==> src/rtl/phase_sequencer.sv <==
// rtl/phase_sequencer.sv - one-hot machine-cycle phase generator with run/step control
module phase_sequencer #(
  parameter int NUM_PHASES = 4,
  parameter int DIV        = 1,
  parameter int CNT_W      = 16
) (
  input  logic                          clk,
  input  logic                          rst_n,
  input  logic                          run,
  input  logic                          step,
  output logic [0:NUM_PHASES-1]         phase,
  output logic [$clog2(NUM_PHASES)-1:0] stage,
  output logic                          phase_start,
  output logic                          cycle_end,
  output logic [CNT_W-1:0]              cycle_count,
  output logic                          halted
);

  localparam int STAGE_W = $clog2(NUM_PHASES);
  localparam int DIV_W   = (DIV > 1) ? $clog2(DIV) : 1;

  localparam logic [1:0] S_HALTED = 2'd0;
  localparam logic [1:0] S_RUN    = 2'd1;
  localparam logic [1:0] S_STEP   = 2'd2;

  localparam logic [0:NUM_PHASES-1] FIRST_PHASE = {1'b1, {(NUM_PHASES-1){1'b0}}};

  logic [1:0]            r_state;
  logic [0:NUM_PHASES-1] r_phase;
  logic [STAGE_W-1:0]    r_stage;
  logic [DIV_W-1:0]      r_div;
  logic [CNT_W-1:0]      r_count;

  logic w_halted;
  logic w_div_last;
  logic w_stage_last;

  assign w_halted     = (r_state == S_HALTED);
  assign w_div_last   = (r_div == DIV_W'(DIV - 1));
  assign w_stage_last = (r_stage == STAGE_W'(NUM_PHASES - 1));

  always_ff @(posedge clk or negedge rst_n) begin
    if (!rst_n) begin
      r_state <= S_HALTED;
      r_phase <= '0;
      r_stage <= '0;
      r_div   <= '0;
      r_count <= '0;
    end else begin
      case (r_state)
        S_HALTED: begin
          if (run || step) begin
            r_state <= run ? S_RUN : S_STEP;
            r_phase <= FIRST_PHASE;
            r_stage <= '0;
            r_div   <= '0;
          end
        end
        S_RUN, S_STEP: begin
          if (w_div_last) begin
            r_div <= '0;
            if (w_stage_last) begin
              // Cycle boundary: run alone decides whether another cycle follows.
              r_count <= r_count + CNT_W'(1);
              r_stage <= '0;
              if (run) begin
                r_state <= S_RUN;
                r_phase <= FIRST_PHASE;
              end else begin
                r_state <= S_HALTED;
                r_phase <= '0;
              end
            end else begin
              r_stage <= r_stage + STAGE_W'(1);
              r_phase <= r_phase >> 1;
            end
          end else begin
            r_div <= r_div + DIV_W'(1);
          end
        end
        default: begin
          r_state <= S_HALTED;
          r_phase <= '0;
          r_stage <= '0;
          r_div   <= '0;
        end
      endcase
    end
  end

  assign phase       = r_phase;
  assign stage       = r_stage;
  assign halted      = w_halted;
  assign cycle_count = r_count;
  assign phase_start = !w_halted && (r_div == '0);
  assign cycle_end   = !w_halted && w_stage_last && w_div_last;

endmodule

==> config.mk <==
export PLATFORM = sky130hd
export DESIGN_NAME = phase_sequencer
export DESIGN_NICKNAME = d
export VERILOG_FILES = /design/src/rtl/phase_sequencer.sv
export SDC_FILE = /design/constraint.sdc
export NUM_CORES = 1
export LEC_CHECK = 0
export ABC_AREA = 1
export CAP_MARGIN = 20
export CELL_PAD_IN_SITES_DETAIL_PLACEMENT = 1
export CELL_PAD_IN_SITES_GLOBAL_PLACEMENT = 1
export CORE_MARGIN = 2
export CORE_UTILIZATION = 36
export CTS_CLUSTER_SIZE = 30
export DETAILED_ROUTE_END_ITERATION = 10
export GPL_TIMING_DRIVEN = 0
export PLACE_DENSITY = 0.77
export SLEW_MARGIN = 5
export SYNTH_ARGS = -nofsm -noshare
export SYNTH_HDL_FRONTEND = slang
export SYNTH_SLANG_ARGS = --single-unit
==> constraint.sdc <==
create_clock -name clk -period 2.13 [get_ports clk]
set_clock_uncertainty 0.1 [all_clocks]
set_input_delay 0.426 -clock clk [delete_from_list [all_inputs] [get_ports clk]]
set_output_delay 0.426 -clock clk [all_outputs]
set_load 0.05 [all_outputs]
==> flow_metrics.tcl, run 1 <==
set metrics [dict create \
    outcome "complete, no violations" \
    power.total_mw 1.64 \
    cts_root_buffer "clkbuf_4" \
    critical_path.endpoint_type "output port" \
    avgViaCountPerCell 4.69 \
    die_h_um 62.8 \
    synth_cell_types 18 \
    slowest_delay_ps 820 \
    setup_viol 0 \
    post-place-ws_ps -5.53 \
    synth.area.top_cells "dfrtp_1, nand2_1, inv_1" \
    crit_required_ps 1600 \
    start_kind "flip-flop" \
    synth.most_common_cell "nand2_1" \
    syn_area_um2 1240 \
    avgSynthCellArea_um2 8.36 \
    worst_r2r_endpoint "phase[3]" \
    timing.fmax_mhz 483 \
    post-dp-hpwl_um 2270 \
    worst_slew_pin_slew_ps 652 \
    ant_nets 0 \
    clkLatencyLatePin_ps 320 \
    min_path_type "input port to asynchronous set/reset pin" \
    dieArea_um2 3940 \
    initial_utilization 0.373 \
    stdcell_count 228 \
    path_clk_slew_ps 140 \
    port_buffers 28 \
    num_vias 1069 \
    r2r_slack_ps 400 \
    fp-row-count 21 \
    grt_pass1_vias 1213 \
    diodes 0 \
    syn_nets 157 \
    synth-seq-area-share 0.482 \
    synth-edff-count 0 \
    overflow 0 \
    dr.pass1.iters 4 \
    core-area_um2 3340 \
    rsz0062_at_grt "no" \
    crit_arrival_ps 1540 \
    yosysTopAreaCell "dfrtp_1" \
    cts.path.max_buffers 2 \
    grt_start_max_net_pins 14 \
    async_flop_share 1.00 \
    rr_worst_depth 7 \
    drive_above_1_share 0.104 \
    slowest_stage "clkdlybuf4s50_1" \
    cp_max_fo 3 \
    leakagePower_nw 0.941 \
    place_inst 224 \
    ys_warn_count 0 \
    cts_hold_buf 0 \
    gp_congestion 0.713 \
    crit_chain "clkdlybuf4s50_1" \
    postPlaceCellArea_um2 1600 \
    holdWs_ps 386 \
    crit_family "buffers and inverters" \
    htreeDepth 1 \
    postSynthCellCount 149 \
    io_pins 29 \
    final_cell_area_um2 1630 \
    fin_nets 191 \
    grt.total_usage 0.168 \
    synth_flop_cell "dfrtp_1" \
    wire_per_inst_um 12.7 \
    totalWireLength_um 2890 \
    setup_slack_ps 59.4 \
    synth_common_cells "nand2_1, inv_1, dfrtp_1, nand3_1, nor2_1" \
    drt-initial-drc-count 17 \
    fin_crit_sh 0.972 \
    cts.sinks 24 \
    post_cts_buffers 0 \
    fp.dieW_um 62.8 \
    worstSetupPathType "flip-flop to output port" \
    finalMaxSlewViolations 0 \
    cts_made_buffers 3 \
    antenna_found_initial 0 \
    synth_top_area_frac 0.482 \
    remaining_drc_errors 0 \
    fillers 419 \
    hold_viol 0 \
    syn2layout_area_growth_pct 31.1 \
    p_per_area_nw_per_um2 1000 \
    cts_tree "yes" \
    grt_pass1_wl_um 5260 \
    slew_headroom 0.564 \
    timing.rr.start "r_state[1]" \
    path_buf_inv 1 \
    fin_crit_ps 2070 \
    maxCapViolCount 0 \
    synth_seq_cells 24 \
    ir_worst_vdd_mv 0.622 \
]
## stage by stage
step	utilization	setup TNS [ps]
after floorplan	-	0
final	0.489	0
after detailed placement	0.480	-5.53
after global routing	0.489	0
after CTS	0.488	0
after global placement	0.475	0
## what timing repair did
| item | in CTS | in global routing |
|---|---|---|
| gates cloned | 0 | 0 |
| endpoints found under the setup margin | 12 | 8 |
| resized for setup | 17 | 9 |
## logic make-up after synthesis
logic type / count (synthesis) / share of synthesized area
and+or+nand+nor: 72 / 0.280
buffers and inverters: 29 / 0.0874
adders and majority gates: 4 / 0.0402
AOI/OAI and AO/OA: 11 / 0.0462
xor gates and xnor gates: 9 / 0.0633
DFF: 24 / 0.482
## final cells by class
type | instances | area [um^2] | share of cell area
Clock buffer | 4 | 36.3 | 0.0222
Timing Repair Buffer | 29 | 290 | 0.178
Sequential cell | 24 | 601 | 0.368
Multi-Input combinational cell | 96 | 538 | 0.330
Tap cell | 46 | 57.6 | 0.0353
Inverter | 29 | 109 | 0.0667
## cells in the final DEF (no fill, tap or decap), types with 6 or more instances in the layout
master and n:
nand3_1 11, dlymetal6s2s_1 6, clkdlybuf4s50_1 10, nor2_1 9, dfrtp_1 24, inv_1 29
xor2_1 7, o21ai_0 7, nand2_1 37, dlygate4sd2_1 9
## registers in the layout, summed over array words and instances, names as in the netlist
register and flops:
cycle_count 16, phase 4, r_state 2, stage 2
## report_power, final
group | internal, mW | switching (mW)
registers | 0.535 | 0.0658
logic | 0.225 | 0.563
clock network | 0.105 | 0.144
total | 0.865 | 0.773
## routing by layer
layer | up-vias | share of wire | global-route usage
met5 | - | 0 | 0
met4 | 0 | 0.012 | 0.0667
met3 | 4 | 0.041 | 0.0270
met2 | 28 | 0.51 | 0.313
met1 | 519 | 0.43 | 0.189
li1 | 518 | - | -
## worst max path at each step
stage	startpoint	to	slack, ps	cells after the start
floorplan	stage[0]	cycle_end	180	3
global placement	stage[0]	cycle_end	20	4
detailed placement	stage[0]	cycle_end	-6	4
CTS	cycle_count[7]	cycle_count[7]	6	1
global route	cycle_count[4]	cycle_count[4]	0.8	1
finish	cycle_count[4]	cycle_count[4]	60	1
Note: power is estimated with default switching activity, not from simulation.
==> inputs of run 2 (changes only) <==
CORE_UTILIZATION = 40   (was 36)
DONT_BUFFER_PORTS = 1   (was unset)
PLACE_DENSITY = 0.69   (was 0.77)
TNS_END_PERCENT = 5   (was unset)
==> run 2 against run 1 <==
Against the previous run:
- non-clock buffer count is 27 lower
- via count is 12% lower
- fmax hardly changed
- clock power is 4% lower
- highest routed layer unchanged
- sequential power is 35% higher
- largest cell class unchanged
- design area is 16% lower
- wire length is 15% lower
- sequential share of layout area is 7.3 points higher
==> flow_metrics.tcl, run 2 (same netlist as run 1, synthesis figures left out) <==
set metrics [dict create \
    core-area_um2 3000 \
    post_cts_buffers 0 \
    holdWs_ps 207 \
    avgViaCountPerCell 5.01 \
    cts_made_buffers 3 \
    largest_register_ffs 16 \
    final_cell_mix "nand2_1, inv_1, dfrtp_1" \
    clkLatencyLatePin_ps 310 \
    finalMaxSlewViolations 0 \
    setup_viol 0 \
    setup_slack_ps 61.4 \
    initial_utilization 0.415 \
    fin_crit_ps 2070 \
    die_h_um 59.8 \
    slew_headroom 0.617 \
    post-place-ws_ps -0.542 \
    port_buffers 0 \
    fin_crit_sh 0.971 \
    min_path_type "input port to flip-flop" \
    totalWireLength_um 2460 \
    dr_wl_met2_um 1220 \
    antenna_found_initial 0 \
    gp_congestion 0.739 \
    timing.fmax_mhz 483 \
    num_vias 942 \
    worst_r2r_endpoint "cycle_count[12]" \
    rr_worst_depth 8 \
    leakagePower_nw 0.694 \
    cts_tree "yes" \
    grt_pass1_wl_um 4250 \
    hp-start "step" \
    hold_end "stage[1]" \
    remaining_drc_errors 0 \
    cts.path.max_buffers 2 \
    drt-met1-wl_um 1120 \
    fp-row-count 20 \
    overflow 0 \
    routed-wl-met3_um 110 \
    crit_arrival_ps 1540 \
    wire_per_inst_um 13.1 \
    crit_required_ps 1600 \
    postPlaceCellArea_um2 1290 \
    outcome "complete, no violations" \
    worstSetupPathType "flip-flop to output port" \
    hold_depth 3 \
    fin_nets 164 \
    drt-initial-drc-count 9 \
    final_cell_area_um2 1370 \
    syn2layout_area_growth_pct 9.85 \
    ir_worst_vdd_mv 0.580 \
    maxCapViolCount 0 \
    diodes 0 \
    worst_slew_pin_slew_ps 574 \
    fp.dieW_um 59.8 \
    highest_layer "met4" \
    io_pins 29 \
    cts_root_buffer "clkbuf_4" \
    grt_start_max_net_pins 25 \
    rsz0062_at_grt "yes" \
    hold_viol 0 \
    critical_path.endpoint_type "output port" \
    final_common_cell "nand2_1" \
    grt.total_usage 0.154 \
    dr.pass1.iters 3 \
    grt_pass1_vias 972 \
    htreeDepth 1 \
    p_per_area_nw_per_um2 1110 \
    utilization 0.455 \
    fillers 373 \
    ant_nets 0 \
    timing.rr.start "cycle_count[1]" \
    dieArea_um2 3570 \
    start_kind "flip-flop" \
    path_clk_slew_ps 130 \
    post-dp-hpwl_um 1960 \
    r2r_slack_ps 230 \
    cts.sinks 24 \
    cp_max_fo 4 \
    drive_above_1_share 0.129 \
]
## run 2: per-layer routing
| metal | GRT usage | vias to the layer above |
|---|---|---|
| met1 | 0.197 | 457 |
| li1 | - | 467 |
| met2 | 0.261 | 16 |
| met4 | 0.0381 | 0 |
| met3 | 0.0368 | 2 |
| met5 | 0 | - |
## run 2: area by class of cell
cell class	instances	area (um^2)	area share
Tap cell	33	41.3	0.0302
Clock buffer	4	36.3	0.0265
Multi-Input combinational cell	96	548	0.401
Sequential cell	24	603	0.441
Inverter	29	109	0.0796
Timing Repair Buffer	2	30.0	0.0220
## run 2: how the worst max path moves through the flow
stage,start,cells after the start,slack [ps],end
4_1_cts,stage[0],3,40,cycle_end
5_1_grt,stage[0],3,-20,cycle_end
6_report,stage[0],3,60,cycle_end
2_1_floorplan,stage[0],3,180,cycle_end
3_5_place_dp,r_state[0],7,-0.5,phase[3]
3_3_place_gp,r_state[0],7,30,phase[3]
## run 2: worst max-delay path, stage by stage, from the launching register on
cell	delay, ps
dfrtp_2	560
ha_1	300
inv_1	100
nor2_4	270
## run 2: timing repair
item                       CTS  global route
setup endpoints to repair    5             4
hold buffers                 2             0
resized for setup            4             1
hold endpoints to repair    24             0
## run 2: where the power goes
group	leakage (nW)	switching, mW	total, mW	internal [mW]
logic	0.350	0.327	0.468	0.140
registers	0.322	0.279	0.813	0.534
clock network	0.0210	0.134	0.238	0.104
total	0.694	0.741	1.52	0.779
## run 2: metrics by stage
step                setup TNS, ps  instances  total power, mW
finish                          0        188             1.52
global route                -15.2        188             1.62
CTS                             0        188             1.54
detailed placement         -0.542        182             1.26
global placement                0        182             1.24
floorplan                       0        149             1.18
